File: config.mk
export PLATFORM = sky130hd
export DESIGN_NAME = axi_write_engine
export DESIGN_NICKNAME = d
export VERILOG_FILES = /design/src/rtl/axi_write_engine.sv
export SDC_FILE = /design/constraint.sdc
export NUM_CORES = 1
export LEC_CHECK = 0
export ABC_CLOCK_PERIOD_IN_PS = 3600
export CAP_MARGIN = 5
export CORE_AREA = 8 8 117 119
export CTS_CLUSTER_SIZE = 40
export DETAILED_ROUTE_END_ITERATION = 12
export DIE_AREA = 0 0 125 127
export MAX_ROUTING_LAYER = met4
export PLACE_DENSITY = 0.87
export SLEW_MARGIN = 10
export SYNTH_ARGS = -nofsm -noshare
export SYNTH_HDL_FRONTEND = slang
export SYNTH_SLANG_ARGS = --single-unit
File: constraint.sdc
create_clock -name clk -period 3.6 [get_ports clk]
set_clock_uncertainty 0.2 [all_clocks]
set_input_delay 1.08 -clock clk [delete_from_list [all_inputs] [get_ports clk]]
set_output_delay 1.08 -clock clk [all_outputs]
set_load 0.02 [all_outputs]
File: src/rtl/axi_write_engine.sv
// Queued AXI-style write engine: a command FIFO feeds independent AW/W handshakes, with up to MAX_OUTSTANDING writes awaiting B.
// Optional write strobes are enabled by defining AXI_WRITE_ENGINE_WSTRB_EN.
module axi_write_engine #(
  parameter int unsigned ADDR_WDTH       = 4,
  parameter int unsigned DATA_WDTH       = 32,
  parameter int unsigned RESP_WDTH       = 2,
  parameter int unsigned DEPTH           = 4,
  parameter int unsigned MAX_OUTSTANDING = 2,
  parameter int unsigned ERRCNT_WDTH     = 8
) (
  input  logic                   clk,
  input  logic                   rst,
  input  logic                   cmd_valid,
  output logic                   cmd_ready,
  input  logic [ADDR_WDTH-1:0]   cmd_addr,
  input  logic [DATA_WDTH-1:0]   cmd_data,
`ifdef AXI_WRITE_ENGINE_WSTRB_EN
  input  logic [DATA_WDTH/8-1:0] cmd_strb,
  output logic [DATA_WDTH/8-1:0] w_strb,
`endif
  output logic                   aw_valid,
  input  logic                   aw_ready,
  output logic [ADDR_WDTH-1:0]   aw_address,
  output logic                   w_valid,
  input  logic                   w_ready,
  output logic [DATA_WDTH-1:0]   w_data,
  input  logic                   b_valid,
  output logic                   b_ready,
  input  logic [RESP_WDTH-1:0]   b_resp,
  output logic                   done,
  output logic [RESP_WDTH-1:0]   resp,
  output logic                   idle,
  output logic [ERRCNT_WDTH-1:0] err_count
);

  localparam int unsigned PTR_W = (DEPTH > 1) ? $clog2(DEPTH) : 1;
  localparam int unsigned CNT_W = $clog2(DEPTH + 1);
  localparam int unsigned OUT_W = $clog2(MAX_OUTSTANDING + 1);

  typedef enum logic {ISSUE_IDLE, ISSUE_ACTIVE} issue_state_t;

  issue_state_t state, state_nxt;

  logic [ADDR_WDTH-1:0] addr_mem [DEPTH];
  logic [DATA_WDTH-1:0] data_mem [DEPTH];
`ifdef AXI_WRITE_ENGINE_WSTRB_EN
  logic [DATA_WDTH/8-1:0] strb_mem [DEPTH];
`endif

  logic [PTR_W-1:0] wr_ptr, rd_ptr;
  logic [CNT_W-1:0] count;
  logic [OUT_W-1:0] outstanding;
  logic             aw_sent, w_sent, aw_sent_nxt, w_sent_nxt;
  logic             full, empty, push, pop, b_hs;

  assign full      = (count == CNT_W'(DEPTH));
  assign empty     = (count == '0);
  assign cmd_ready = !rst && !full;
  assign push      = cmd_valid && cmd_ready;
  assign b_ready   = (outstanding != '0);
  assign b_hs      = b_valid && b_ready;
  assign idle      = empty && (state == ISSUE_IDLE) && (outstanding == '0);

  assign aw_address = addr_mem[rd_ptr];
  assign w_data     = data_mem[rd_ptr];
`ifdef AXI_WRITE_ENGINE_WSTRB_EN
  assign w_strb     = (state == ISSUE_ACTIVE) ? strb_mem[rd_ptr] : '0;
`endif

  // Payload storage needs no reset; occupancy guards every read
  always_ff @(posedge clk) begin
    if (push) begin
      addr_mem[wr_ptr] <= cmd_addr;
      data_mem[wr_ptr] <= cmd_data;
`ifdef AXI_WRITE_ENGINE_WSTRB_EN
      strb_mem[wr_ptr] <= cmd_strb;
`endif
    end
  end

  always_ff @(posedge clk or posedge rst) begin
    if (rst) begin
      wr_ptr <= '0;
      rd_ptr <= '0;
      count  <= '0;
    end else begin
      if (push) wr_ptr <= wr_ptr + PTR_W'(1);
      if (pop)  rd_ptr <= rd_ptr + PTR_W'(1);
      if (push && !pop)      count <= count + CNT_W'(1);
      else if (pop && !push) count <= count - CNT_W'(1);
    end
  end

  always_ff @(posedge clk or posedge rst) begin
    if (rst) begin
      state   <= ISSUE_IDLE;
      aw_sent <= 1'b0;
      w_sent  <= 1'b0;
    end else begin
      state   <= state_nxt;
      aw_sent <= aw_sent_nxt;
      w_sent  <= w_sent_nxt;
    end
  end

  // Issue FSM: present the head, pop once both AW and W have handshaken
  always_comb begin
    state_nxt   = state;
    aw_valid    = 1'b0;
    w_valid     = 1'b0;
    aw_sent_nxt = aw_sent;
    w_sent_nxt  = w_sent;
    pop         = 1'b0;
    case (state)
      ISSUE_IDLE: begin
        if (!empty && (outstanding < OUT_W'(MAX_OUTSTANDING))) state_nxt = ISSUE_ACTIVE;
      end
      ISSUE_ACTIVE: begin
        aw_valid = !aw_sent;
        w_valid  = !w_sent;
        if (aw_valid && aw_ready) aw_sent_nxt = 1'b1;
        if (w_valid && w_ready)   w_sent_nxt  = 1'b1;
        if (aw_sent_nxt && w_sent_nxt) begin
          pop         = 1'b1;
          aw_sent_nxt = 1'b0;
          w_sent_nxt  = 1'b0;
          state_nxt   = ISSUE_IDLE;
        end
      end
      default: state_nxt = ISSUE_IDLE;
    endcase
  end

  // Response path: outstanding tracking, done pulse and saturating error count
  always_ff @(posedge clk or posedge rst) begin
    if (rst) begin
      outstanding <= '0;
      done        <= 1'b0;
      resp        <= '0;
      err_count   <= '0;
    end else begin
      if (pop && !b_hs)      outstanding <= outstanding + OUT_W'(1);
      else if (b_hs && !pop) outstanding <= outstanding - OUT_W'(1);
      done <= b_hs;
      if (b_hs) begin
        resp <= b_resp;
        if ((b_resp != '0) && (err_count != '1)) err_count <= err_count + ERRCNT_WDTH'(1);
      end
    end
  end

endmodule

==> summary.txt <==
Critical path
  • Worst setup EP type: output pin
  • Crit-path max FO: 2
  • WP data required: roughly 2.3 ns
  • CP max stage delay: between 0.6 and 0.7 ns
  • Worst Setup Path Type: in -> out
  • Critical Path Slowest Stage Cell: clkdlybuf4s50_1
  • Crit start category: input pin
  • Critical path cell sequence: clkdlybuf4s50_1 > a21oi_1 > clkdlybuf4s50_1
  • Critical Path AT: roughly 2.2 ns
  • Top cell by count, worst path: clkdlybuf4s50_1

Die
  • Die Wd: ~130 um
  • DIE HEIGHT: ~130 um
  • IO Pins: 96
  • Core Area: 11,800 um2
  • Initial core utilization: 0.542
  • Die ar.: 15,900 um2
  • Cell row count: 40

Place
  • Placed Area: 7630 um2
  • HPWL after DPL: around 7600 um
  • Routability cong.: 0.747
  • Worst slack at placement: ~0.089 ns
  • Port bufs: 95

Clock network
  • Clock Latency Late Sink: 0.42 ns
  • Clock slew at reported path FFs: around 0.060 ns
  • Hold-fix buffers at CTS: 0
  • Cts bufs inserted: 17
  • Clk root buf: clkbuf_16
  • H-tree level count: 4
  • Clk sinks: 167
  • Clock tree from TritonCTS: yes
  • CTS max path bufs: 2

Detailed routing
  • First DRT Iteration DRCs: approximately 260
  • DR vias: between 3,000 and 4,000
  • Vias per std cell: 5.59
  • Routed Antenna Nets: 0
  • Remaining design rule violation count: 0
  • WL/cell: between 20 and 25 um
  • Drt pass-1 iters: 4
  • Total wire length: roughly 12,000 um

STA
  • Worst slew margin relative to its limit: 0.713
  • Period utilization: 0.975
  • Min Clock Period, post-route: around 3.5 ns
  • RSZ-0062 raised after global routing: false
  • Final Slew Violations: 0
  • Fin Hold WS: 0.326 ns
  • F_max: between 0.2 and 0.3 GHz
  • Final setup vio count: 0
  • Setup_tns: 0 ns
  • Final Hold Vio Count: 0
  • Worst-margin pin slew: 0.425 ns
  • Post-route setup slack: just over 0.09 ns

Synth
  • Seq/Total Area, Yosys: 0.766
  • Avg Inst Size Synth: 21.9 um2
  • Synth Cell Area: ~6400 um2
  • Top FF cell, synth: edfxtp_1
  • Synth Instances: 292
  • Mapped Nets: between 300 and 400
  • FFs w/ async S/R, synth: 0.138
  • Synth unique cells: 34
  • YS warnings: 0
  • Post-synth EDFFs: between 100 and 150
  • Synth Register Bits: about 170

Worst hold path
  • HP Class: reg -> reg

Cells and area
  • Layout cell share with drive strength beyond 1: 0.221
  • Final Cell Area: 8180 um2
  • Filler cell count: about 730
  • Area Overhead vs Synth: 27.9%
  • Ant. Diodes: 0
  • NumNets Final: 460

Run
  • Number of max-cap violations: 0

Global routing
  • Largest net degree at the start of global routing: 37
  • Global-route wire length before repair: 18,900 um
  • GRT Resource Usage Total: 0.164
  • Total grt overflow: 0
  • Initial antenna violation count: 0
  • Vias in the first global route: between 3,000 and 4,000

Pwr
  • VDD IR max: 0.000481 V
  • P_leak: roughly 2.8 nW
  • Pwr dens: roughly 810 nW/um2

Status
  • Status: finished clean
==> per-stage QoR <==
step	util	cells	total power (W)
floorplan	-	292	0.00402
global placement	0.646	534	0.00496
detailed placement	0.646	534	0.00504
CTS	0.693	567	0.00671
global route	0.693	567	0.00692
finish	0.693	567	0.00664
==> kinds of logic (layout without fill, tap and decap cells) <==
family | count (synthesis) | in the layout | synth area share
muxes | 43 | 43 | 0.139
AOI/OAI and AO/OA | 13 | 13 | 0.0178
DFF | 167 | 167 | 0.766
xor gates and xnor gates | 14 | 14 | 0.0192
buffers and inverters | 18 | 146 | 0.0156
and+or+nand+nor | 29 | 29 | 0.0250
adders and majority gates | 8 | 8 | 0.0168
==> report_power, final <==
part | switching [W] | internal (W) | leakage [nW]
Sequential | 0.000208 | 0.00241 | 1.58
Combinational | 0.00115 | 0.00122 | 0.958
Clock | 0.000703 | 0.000940 | 0.255
Total | 0.00206 | 0.00458 | 2.80
==> layer usage <==
metal | share of wire | vias up | GRT usage
met5 | 0 | - | -
met4 | 0.014 | 0 | 0.0666
met3 | 0.057 | 16 | 0.0512
met2 | 0.52 | 105 | 0.276
met1 | 0.41 | 1638 | 0.181
li1 | - | 1408 | -
==> state kept, by name (all words and copies together) (netlist names) <==
signal and cells:
addr_mem 16, aw_sent 1, count 3, data_mem 128
done 1, err_count 8, outstanding 2, rd_ptr 2
resp 2, state 1, w_sent 1, wr_ptr 2
==> what timing repair did <==
item | CTS | global route
gates resized for setup | 0 | 0
endpoints found under the setup margin | 21 | 0
buffers inserted | 2 | 0
==> layout make-up <==
class                           instances  area (um2)  area share
Clock inverter                         13         110      0.0135
Sequential cell                       167        4900       0.599
Inverter                                9        33.8     0.00413
Tap cell                              147         184      0.0225
Clock buffer                           18         429      0.0525
Multi-Input combinational cell        107        1400       0.171
Timing Repair Buffer                  106        1120       0.137
==> worst max-delay path: cells and delay by family <==
kind,cells,cell delay [ns]
buffers and inverters,2,1.03
AOI/OAI and AO/OA,1,0.12
==> layout by cell type, fill, tap and decap left out, types with 6 or more instances in the layout <==
master / n
edfxtp_1: 144
clkdlybuf4s50_1: 95
mux4_2: 36
dfrtp_1: 21
clkbuf_16: 17
xor2_1: 9
inv_1: 9
nor2_1: 7
ha_1: 7
buf_12: 7
nand2_1: 6
==> worst paths after layout <==
| kind | startpoint | end | slack (ns) | depth (start not counted) |
|---|---|---|---|---|
| min in group asynchronous | rst | wr_ptr[1] | 0.97 | 4 |
| max in group asynchronous | rst | rd_ptr[1] | 1.98 | 4 |
| min | err_count[5] | err_count[5] | 0.33 | 1 |
| max reg2reg | count[0] | count[2] | 1.23 | 8 |
| max | rst | cmd_ready | 0.09 | 3 |
| min reg2reg | err_count[5] | err_count[5] | 0.33 | 1 |
==> cell usage after synthesis, drive strengths merged, types with 2 or more instances <==
cell type  number  share of area
nor2b           2         0.0020
buf             9          0.010
xnor2           5         0.0068
xor2            9          0.012
o21a            3         0.0035
a211oi          2         0.0043
nor3            2         0.0016
nand3           2         0.0016
dfrtp          23          0.090
nand2           6         0.0035
inv             9         0.0053
nor2            7         0.0041
ha              7          0.014
mux4           36           0.13
and2            5         0.0049
nor4            2         0.0039
mux2            6          0.011
edfxtp        144           0.68
a21oi           4         0.0031
Power figures use the tool's default switching activity.
